### src/rtl/csi2_pkg.sv
// Shared CSI-2 definitions: data types, header layout and packet sequencer states.
// Imported by the packet controller and the byte-mask helper.
package csi2_pkg;

    localparam logic [5:0] DT_FS        = 6'h00;
    localparam logic [5:0] DT_FE        = 6'h01;
    localparam logic [5:0] DT_LS        = 6'h02;
    localparam logic [5:0] DT_LE        = 6'h03;
    localparam logic [5:0] DT_SHORT_MAX = 6'h0F;
    localparam logic [5:0] DT_RAW8      = 6'h2A;
    localparam logic [5:0] DT_RAW10     = 6'h2B;

    localparam int HDR_BYTES   = 4;
    localparam int HDR_DI_OFS  = 0;
    localparam int HDR_WCL_OFS = 1;
    localparam int HDR_WCH_OFS = 2;
    localparam int HDR_ECC_OFS = 3;
    localparam int CRC_BYTES   = 2;

    typedef enum logic [1:0] {
        ST_IDLE    = 2'd0,
        ST_HDR     = 2'd1,
        ST_PAYLOAD = 2'd2,
        ST_EOP     = 2'd3
    } pkt_state_e;

    function automatic logic is_short_dt(input logic [5:0] dt);
        return (dt <= DT_SHORT_MAX);
    endfunction

endpackage

### src/rtl/csi2_packet_ctrl_if.sv
// Byte-enabled payload stream from the packet controller to the pixel unpacker.
interface csi2_packet_ctrl_if #(
    parameter int LANES = 2
);
    logic [8*LANES-1:0] pld_data;
    logic [LANES-1:0]   pld_be;
    logic               pld_valid;
    logic               pld_last;

    modport master (output pld_data, output pld_be, output pld_valid, output pld_last);
    modport slave  (input  pld_data, input  pld_be, input  pld_valid, input  pld_last);
endinterface

### src/rtl/csi2_byte_mask.sv
// Splits one beat of a packet body into bytes consumed, payload bytes and their enables,
// given the bytes still outstanding (payload plus CRC footer).
module csi2_byte_mask
    import csi2_pkg::*;
#(
    parameter int LANES = 2
) (
    input  logic [16:0]      rem,
    output logic [2:0]       take,
    output logic [2:0]       pay_cnt,
    output logic [LANES-1:0] be,
    output logic             last
);
    localparam logic [16:0] LANES_W = 17'(LANES);
    localparam logic [16:0] CRC_W   = 17'(CRC_BYTES);

    logic [16:0] pay_rem_s;

    // byte accounting for the current beat; footer bytes never count as payload
    always_comb begin
        take      = 3'd0;
        pay_cnt   = 3'd0;
        be        = '0;
        last      = 1'b0;
        pay_rem_s = 17'd0;
        if (rem >= LANES_W) begin
            take = LANES_W[2:0];
        end else begin
            take = rem[2:0];
        end
        if (rem > CRC_W) begin
            pay_rem_s = rem - CRC_W;
        end else begin
            pay_rem_s = 17'd0;
        end
        if (pay_rem_s >= {14'd0, take}) begin
            pay_cnt = take;
        end else begin
            pay_cnt = pay_rem_s[2:0];
        end
        for (int i = 0; i < LANES; i++) begin
            be[i] = (3'(i) < pay_cnt);
        end
        last = (pay_rem_s != 17'd0) && (pay_rem_s <= LANES_W);
    end
endmodule

### src/rtl/csi2_packet_ctrl.sv
// CSI-2 packet sequencer: parses headers, streams long-packet payload without the CRC,
// raises frame/line events and tells the aligner when a packet has been fully consumed.
module csi2_packet_ctrl
    import csi2_pkg::*;
#(
    parameter int          LANES      = 2,
    parameter int          DATA_WIDTH = 8*LANES,
    parameter logic [1:0]  VC_SEL     = 2'd0,
    parameter logic [15:0] MAX_WC     = 16'd8192
) (
    input  logic                  clk,
    input  logic                  rst_n,
    input  logic [DATA_WIDTH-1:0] aligned_data,
    input  logic                  rx_valid,
    output logic                  end_of_packet,
    csi2_packet_ctrl_if.master    pld,
    output logic [5:0]            pkt_dt,
    output logic                  frame_start,
    output logic                  frame_end,
    output logic                  line_start,
    output logic                  hdr_err
);
    localparam int HB = HDR_BYTES / LANES;

    pkt_state_e state_r, state_s;
    logic [16:0] rem_r, rem_s;
    logic [1:0]  vc_r, vc_s;
    logic [5:0]  dt_r, dt_s;
    logic        blocked_r, blocked_s;
    logic        hdr_load_s, hdr_done_s;
    logic [DATA_WIDTH-1:0] pld_data_r, pld_data_s;
    logic [LANES-1:0]      pld_be_r, pld_be_s;
    logic        pld_valid_r, pld_valid_s, pld_last_r, pld_last_s;
    logic        eop_r, eop_s, fs_r, fs_s, fe_r, fe_s, ls_r, ls_s, err_r, err_s;

    logic [31:0] hdr_word_s;
    logic [7:0]  di_s;
    logic [15:0] wc_s;
    logic [7:0]  unused_ecc_s;
    logic        vc_ok_s;
    logic [2:0]  take_s, pay_cnt_s;
    logic [LANES-1:0] be_s;
    logic        last_s;

    generate
        if (HB > 1) begin : g_hdr_two_beat
            logic [15:0] hdr_r;
            // first header beat (DI, WC_L) is held until the second beat completes it
            always_ff @(posedge clk or negedge rst_n) begin
                if (!rst_n) begin
                    hdr_r <= 16'd0;
                end else if (hdr_load_s) begin
                    hdr_r <= aligned_data[15:0];
                end else begin
                    hdr_r <= hdr_r;
                end
            end
            assign hdr_word_s = {aligned_data[15:0], hdr_r};
        end else begin : g_hdr_one_beat
            logic unused_hdr_load_s;
            assign unused_hdr_load_s = hdr_load_s;
            assign hdr_word_s        = aligned_data[31:0];
        end
    endgenerate

    assign di_s         = hdr_word_s[8*HDR_DI_OFS +: 8];
    assign wc_s         = {hdr_word_s[8*HDR_WCH_OFS +: 8], hdr_word_s[8*HDR_WCL_OFS +: 8]};
    assign unused_ecc_s = hdr_word_s[8*HDR_ECC_OFS +: 8];
    assign vc_ok_s      = (di_s[7:6] == VC_SEL);

    csi2_byte_mask #(.LANES(LANES)) u_byte_mask (
        .rem     (rem_r),
        .take    (take_s),
        .pay_cnt (pay_cnt_s),
        .be      (be_s),
        .last    (last_s)
    );

    // next-state and next-output logic; outputs are registered below
    always_comb begin
        state_s     = state_r;
        rem_s       = rem_r;
        vc_s        = vc_r;
        dt_s        = dt_r;
        blocked_s   = blocked_r;
        hdr_load_s  = 1'b0;
        hdr_done_s  = 1'b0;
        pld_data_s  = '0;
        pld_be_s    = '0;
        pld_valid_s = 1'b0;
        pld_last_s  = 1'b0;
        fs_s        = 1'b0;
        fe_s        = 1'b0;
        ls_s        = 1'b0;
        err_s       = 1'b0;
        case (state_r)
            ST_IDLE: begin
                if (rx_valid && !blocked_r) begin
                    if (HB > 1) begin
                        hdr_load_s = 1'b1;
                        state_s    = ST_HDR;
                    end else begin
                        hdr_done_s = 1'b1;
                    end
                end else if (!rx_valid) begin
                    blocked_s = 1'b0;
                end else begin
                    blocked_s = blocked_r;
                end
            end
            ST_HDR: begin
                if (rx_valid) begin
                    hdr_done_s = 1'b1;
                end else begin
                    hdr_done_s = 1'b0;
                end
            end
            ST_PAYLOAD: begin
                if (rx_valid) begin
                    rem_s = rem_r - {14'd0, take_s};
                    if ((pay_cnt_s != 3'd0) && (vc_r == VC_SEL)) begin
                        pld_valid_s = 1'b1;
                        pld_be_s    = be_s;
                        pld_data_s  = aligned_data;
                        pld_last_s  = last_s;
                    end else begin
                        pld_valid_s = 1'b0;
                    end
                    if (rem_s == 17'd0) begin
                        state_s = ST_EOP;
                    end else begin
                        state_s = ST_PAYLOAD;
                    end
                end else begin
                    state_s = ST_PAYLOAD;
                end
            end
            ST_EOP: begin
                state_s = ST_IDLE;
            end
            default: begin
                state_s = ST_IDLE;
            end
        endcase
        if (hdr_done_s) begin
            dt_s = di_s[5:0];
            vc_s = di_s[7:6];
            if (is_short_dt(di_s[5:0])) begin
                state_s = ST_EOP;
                fs_s    = vc_ok_s && (di_s[5:0] == DT_FS);
                fe_s    = vc_ok_s && (di_s[5:0] == DT_FE);
                ls_s    = vc_ok_s && (di_s[5:0] == DT_LS);
            end else if ((wc_s == 16'd0) || (wc_s > MAX_WC)) begin
                err_s   = 1'b1;
                state_s = ST_EOP;
            end else begin
                rem_s   = {1'b0, wc_s} + 17'(CRC_BYTES);
                state_s = ST_PAYLOAD;
            end
        end else begin
            err_s = 1'b0;
        end
        // stale aligner data is ignored until rx_valid drops after the packet
        eop_s     = (state_s == ST_EOP);
        blocked_s = blocked_s | eop_s;
    end

    // state, counters and registered outputs
    always_ff @(posedge clk or negedge rst_n) begin
        if (!rst_n) begin
            state_r     <= ST_IDLE;
            rem_r       <= 17'd0;
            vc_r        <= 2'd0;
            dt_r        <= 6'd0;
            blocked_r   <= 1'b0;
            pld_data_r  <= '0;
            pld_be_r    <= '0;
            pld_valid_r <= 1'b0;
            pld_last_r  <= 1'b0;
            eop_r       <= 1'b0;
            fs_r        <= 1'b0;
            fe_r        <= 1'b0;
            ls_r        <= 1'b0;
            err_r       <= 1'b0;
        end else begin
            state_r     <= state_s;
            rem_r       <= rem_s;
            vc_r        <= vc_s;
            dt_r        <= dt_s;
            blocked_r   <= blocked_s;
            pld_data_r  <= pld_data_s;
            pld_be_r    <= pld_be_s;
            pld_valid_r <= pld_valid_s;
            pld_last_r  <= pld_last_s;
            eop_r       <= eop_s;
            fs_r        <= fs_s;
            fe_r        <= fe_s;
            ls_r        <= ls_s;
            err_r       <= err_s;
        end
    end

    assign pld.pld_data   = pld_data_r;
    assign pld.pld_be     = pld_be_r;
    assign pld.pld_valid  = pld_valid_r;
    assign pld.pld_last   = pld_last_r;
    assign end_of_packet  = eop_r;
    assign pkt_dt         = dt_r;
    assign frame_start    = fs_r;
    assign frame_end      = fe_r;
    assign line_start     = ls_r;
    assign hdr_err        = err_r;
endmodule

### src/flat_wrapper.sv
// flat-port wrapper written by rule: the top's interface ports become plain ports
module csi2_packet_ctrl_flat import csi2_pkg::*;
#(
    parameter int          LANES      = 2,
    parameter int          DATA_WIDTH = 8*LANES,
    parameter logic [1:0]  VC_SEL     = 2'd0,
    parameter logic [15:0] MAX_WC     = 16'd8192
)
  (clk, rst_n, aligned_data, rx_valid, end_of_packet, pkt_dt, frame_start, frame_end, line_start, hdr_err, pld_pld_data, pld_pld_be, pld_pld_valid, pld_pld_last);
  csi2_packet_ctrl_if #(.LANES(LANES)) pld_i ();
  input  logic clk;
  input  logic rst_n;
  input  logic [DATA_WIDTH-1:0] aligned_data;
  input  logic rx_valid;
  output logic end_of_packet;
  output logic [5:0] pkt_dt;
  output logic frame_start;
  output logic frame_end;
  output logic line_start;
  output logic hdr_err;
  output wire logic [$bits(pld_i.pld_data)-1:0] pld_pld_data;
  output wire logic [$bits(pld_i.pld_be)-1:0] pld_pld_be;
  output wire logic [$bits(pld_i.pld_valid)-1:0] pld_pld_valid;
  output wire logic [$bits(pld_i.pld_last)-1:0] pld_pld_last;
  assign pld_pld_data = pld_i.pld_data;
  assign pld_pld_be = pld_i.pld_be;
  assign pld_pld_valid = pld_i.pld_valid;
  assign pld_pld_last = pld_i.pld_last;
  csi2_packet_ctrl #(.LANES(LANES), .DATA_WIDTH(DATA_WIDTH), .VC_SEL(VC_SEL), .MAX_WC(MAX_WC)) u_core (.clk(clk), .rst_n(rst_n), .aligned_data(aligned_data), .rx_valid(rx_valid), .end_of_packet(end_of_packet), .pld(pld_i), .pkt_dt(pkt_dt), .frame_start(frame_start), .frame_end(frame_end), .line_start(line_start), .hdr_err(hdr_err));
endmodule
### config.mk
export PLATFORM = sky130hd
export DESIGN_NAME = csi2_packet_ctrl_flat
export DESIGN_NICKNAME = d
export VERILOG_FILES = /design/src/rtl/csi2_pkg.sv /design/src/rtl/csi2_packet_ctrl_if.sv /design/src/rtl/csi2_byte_mask.sv /design/src/rtl/csi2_packet_ctrl.sv /design/src/flat_wrapper.sv
export SDC_FILE = /design/constraint.sdc
export NUM_CORES = 1
export LEC_CHECK = 0
export CAP_MARGIN = 20
export CORE_AREA = 2 2 84 86
export DETAILED_ROUTE_END_ITERATION = 8
export DIE_AREA = 0 0 86 88
export HOLD_SLACK_MARGIN = 0.03
export PLACE_DENSITY = 0.78
export SLEW_MARGIN = 20
export SYNTH_ARGS = -nofsm -noshare
export SYNTH_HDL_FRONTEND = slang
export SYNTH_SLANG_ARGS = --single-unit
### constraint.sdc
create_clock -name clk -period 3.5 [get_ports clk]
set_input_delay 0.35 -clock clk [delete_from_list [all_inputs] [get_ports clk]]
set_output_delay 0.35 -clock clk [all_outputs]
set_load 0.02 [all_outputs]
==> qor.yml <==
outcome:
  status: "finished, final reports clean"
floorplanning:
  rows: 30
  die-area_mm2: 0.00757
  die_w_um: 86
  design.core.area_mm2: 0.00664
  initial_core_util: 0.535
  ios: 50
  fp.dieH_um: 88
power_and_ir_drop:
  comb_power_share: 0.391
  power_switching_mw: 1.25
  leakagePower_nw: 1.84
  swShare: 0.382
  peakVddDrop_mv: 0.429
  p_int_mw: 2.02
  power_density_mw_per_mm2: 745
  power_frac_seq: 0.408
  pwr-share-clk: 0.201
timing:
  finalMaxSlewViolations: 0
  max_slew_margin: 0.454
  fin_worst_skew_ns: 0.00961
  fin_crit_ns: 3.16
  hold_viol: 0
  post-route-period-util: 0.904
  setup_ws_ns: 0.336
  setup_violations: 0
  rsz0062_at_grt: "false"
  worstMarginPinSlew_ns: 0.819
  fmax_mhz: 316
  worst_hold_slack_ns: 0.506
  fin_tns_setup_ns: 0
synthesis:
  yosys.area.top_type_share: 0.486
  postSynthAreaPerCell_um2: 10.5
  synth_cells: 338
  ys_types: 56
  synth_largest_area_cell: "dfrtp_1"
  synth_edf_count: 0
  synthesis.nets: 361
  seq_area_frac_synth: 0.486
  ys_async_sr_fraction: 1.00
  ys_ff_latch: 69
  yosysWarnings: 0
  netlist_area_mm2: 0.00356
  yosys-top-cells-area: "dfrtp_1 (49%), mux2_2 (7.3%), xnor2_1 (3.4%), a21boi_1 (3.4%), nand2_1 (3.1%)"
  synth_ff_type: "dfrtp_1"
setup_path:
  end_kind: "register"
  crit_top_cell: "ha_1"
  cp-startpoint: "u_core.rem_r[1]"
  cp.required_ns: 3.76
  criticalPathCategory: "reg -> reg"
  cp_top_family: "compound AO/OA/AOI/OAI gates"
  worstPathArrival_ns: 3.42
  cp_slowest_stage_delay_ns: 0.48
  worst-path-buf-inv: 1
  regToRegStartpoint: "u_core.rem_r[1]"
  path_max_fanout: 19
  cp_slowest_cell: "dfrtp_1"
  path_cells: "inv_2, ha_1, nor3b_2, and4_1, nand2_1, ha_1, nor3b_1, o21ai_0, a221oi_1, o21ai_2, a21boi_1"
  startpoint_type: "register"
global_routing:
  grt_pass1_vias: 2876
  grt.overflow.total: 0
  grt_antenna_before_repair: 0
  grt_util_all_layers: 0.241
  grt_max_degree: 45
  grt_pass1_wl_um: 14000
placement:
  gp_congestion: 0.966
  place_ws_ns: 0.377
  dpl.cell_count: 465
  placed_cell_area_mm2: 0.00417
  io_buffers: 49
  hpwl_um: 6250
worst_hold_path:
  hp-class: "reg -> reg"
  min-delay-start: "u_core.g_hdr_two_beat.hdr_r[1]"
cts:
  tritoncts: "yes"
  clock_path_buffers: 2
  clk_pin_slew_ns: 0.08
  insertion_delay_ns: 0.34
  ctsRootBufferMaster: "clkbuf_8"
  cts_setup_buffers: 0
  htreeDepth: 3
  cts_buffers: 9
  cts.sinks: 69
final_layout:
  mostFrequentLayoutCell: "dfrtp_1"
  drive_above_1_share: 0.179
  final_cells: 482
  syn_to_final_growth_pct: 23.2
  regArea_mm2: 0.00173
  fin_area_mm2: 0.00438
  most-common-layout-cells: "dfrtp_1 (69), clkdlybuf4s50_1 (48), nand2_1 (29), mux2_2 (23), nor2_1 (20)"
  nets: 420
  multi_input_area_mm2: 0.00171
  antenna_cells: 0
  fillers: 532
run:
  drv_cap: 0
routing:
  vias: 2856
  drc_errors: 0
  dr.pass1.iters: 5
  wirelength_um: 8490
  ant_nets: 0
  post_drt_wl_per_cell_um: 17.6
  drtIter0Drc: 207
  via_per_inst: 5.93
-- worst reg2reg max path: cells and delay by family (launching register included) --
family	cells	cell delay (ns)
AOI/OAI and AO/OA	4	1.01
adders and majority gates	2	0.50
and+or+nand+nor	4	0.93
buffers and inverters	1	0.17
DFF	1	0.48
-- logic make-up after synthesis --
group                      after synthesis  share of synthesized area
muxes                                   24                     0.0757
xor gates and xnor gates                26                     0.0640
buffers and inverters                   26                     0.0345
other                                    1                    0.00105
and+or+nand+nor                        127                      0.206
AOI/OAI and AO/OA                       61                      0.119
DFF                                     69                      0.486
adders and majority gates                4                     0.0141
-- power by group through the flow --
stage | sequential (mW) | clock (mW) | combinational [mW]
after floorplan | 1.31 | 0 | 0.853
after global placement | 1.32 | 0 | 1.26
after detailed placement | 1.34 | 0 | 1.26
after CTS | 1.33 | 0.666 | 1.27
after global routing | 1.38 | 0.705 | 1.39
final | 1.33 | 0.656 | 1.28
-- cells in the mapped netlist (3+ instances only) --
cell type  instances
mux2_2            23
buf_2              8
clkbuf_1           6
and3_1             4
nand3_1            8
xnor2_1           14
nor4_1             6
xor2_1            12
nand4_1            8
inv_1              6
nor3b_1            4
and4_1             4
o21ai_1            3
nor3_1            14
a21boi_1          16
nor2b_1            4
o211ai_1           3
ha_1               4
or4_1              4
nand2_1           29
a21oi_1            8
nor4_2             5
o21ai_0           13
dfrtp_1           69
nand2b_1           3
nor2_1            20
-- sequential cells by signal, summed over array words and instances, names as in the netlist --
name and cells:
u_core.blocked_r 1, u_core.frame_start 1, u_core.pld.pld_last 1, u_core.hdr_err 1, u_core.pld.pld_valid 1, u_core.pld.pld_be 2, u_core.rem_r 17, u_core.line_start 1
u_core.pkt_dt 6, u_core.state_r 2, u_core.pld.pld_data 16, u_core.vc_r 2, u_core.end_of_packet 1, u_core.frame_end 1, u_core.g_hdr_two_beat.hdr_r 16
-- stage by stage --
stage          power, mW  utilization
6_report            3.26        0.659
4_1_cts             3.26        0.659
3_3_place_gp        2.58        0.627
5_1_grt             3.47        0.659
2_1_floorplan       2.16            -
3_5_place_dp        2.60        0.627
-- final cells by class --
cell class                 instances  share of cell area
timing repair buffer              66               0.141
clock inverter                     5              0.0134
inverter                           8             0.00686
sequential                        69               0.394
clock buffer                      11              0.0323
multi-input combinational        243               0.390
tap                               80              0.0229
-- what timing repair did --
| item | in CTS | in global routing |
|---|---|---|
| resized for setup | 0 | 0 |
| setup endpoints to repair | 0 | 0 |
| hold buffers | 1 | 0 |
| hold endpoints to repair | 25 | 0 |
-- final timing paths --
kind	endpoint	slack, ns	cells after the start
worst max register to register	u_core.pld.pld_data[15]	0.34	11
worst min-delay path	u_core.frame_end	0.51	1
worst min register to register	u_core.frame_end	0.51	1
min in group asynchronous	u_core.state_r[1]	0.54	2
max in group asynchronous	u_core.g_hdr_two_beat.hdr_r[8]	1.99	3
worst max-delay path	u_core.pld.pld_data[15]	0.34	11
-- layer usage --
metal,track usage,share of wire,vias to the layer above
li1,-,-,1340
met1,0.325,0.44,1392
met2,0.388,0.48,109
met3,0.0584,0.058,15
met4,0.0765,0.015,0
met5,0,0,-
No activity file was read; power rests on OpenSTA's default activity.
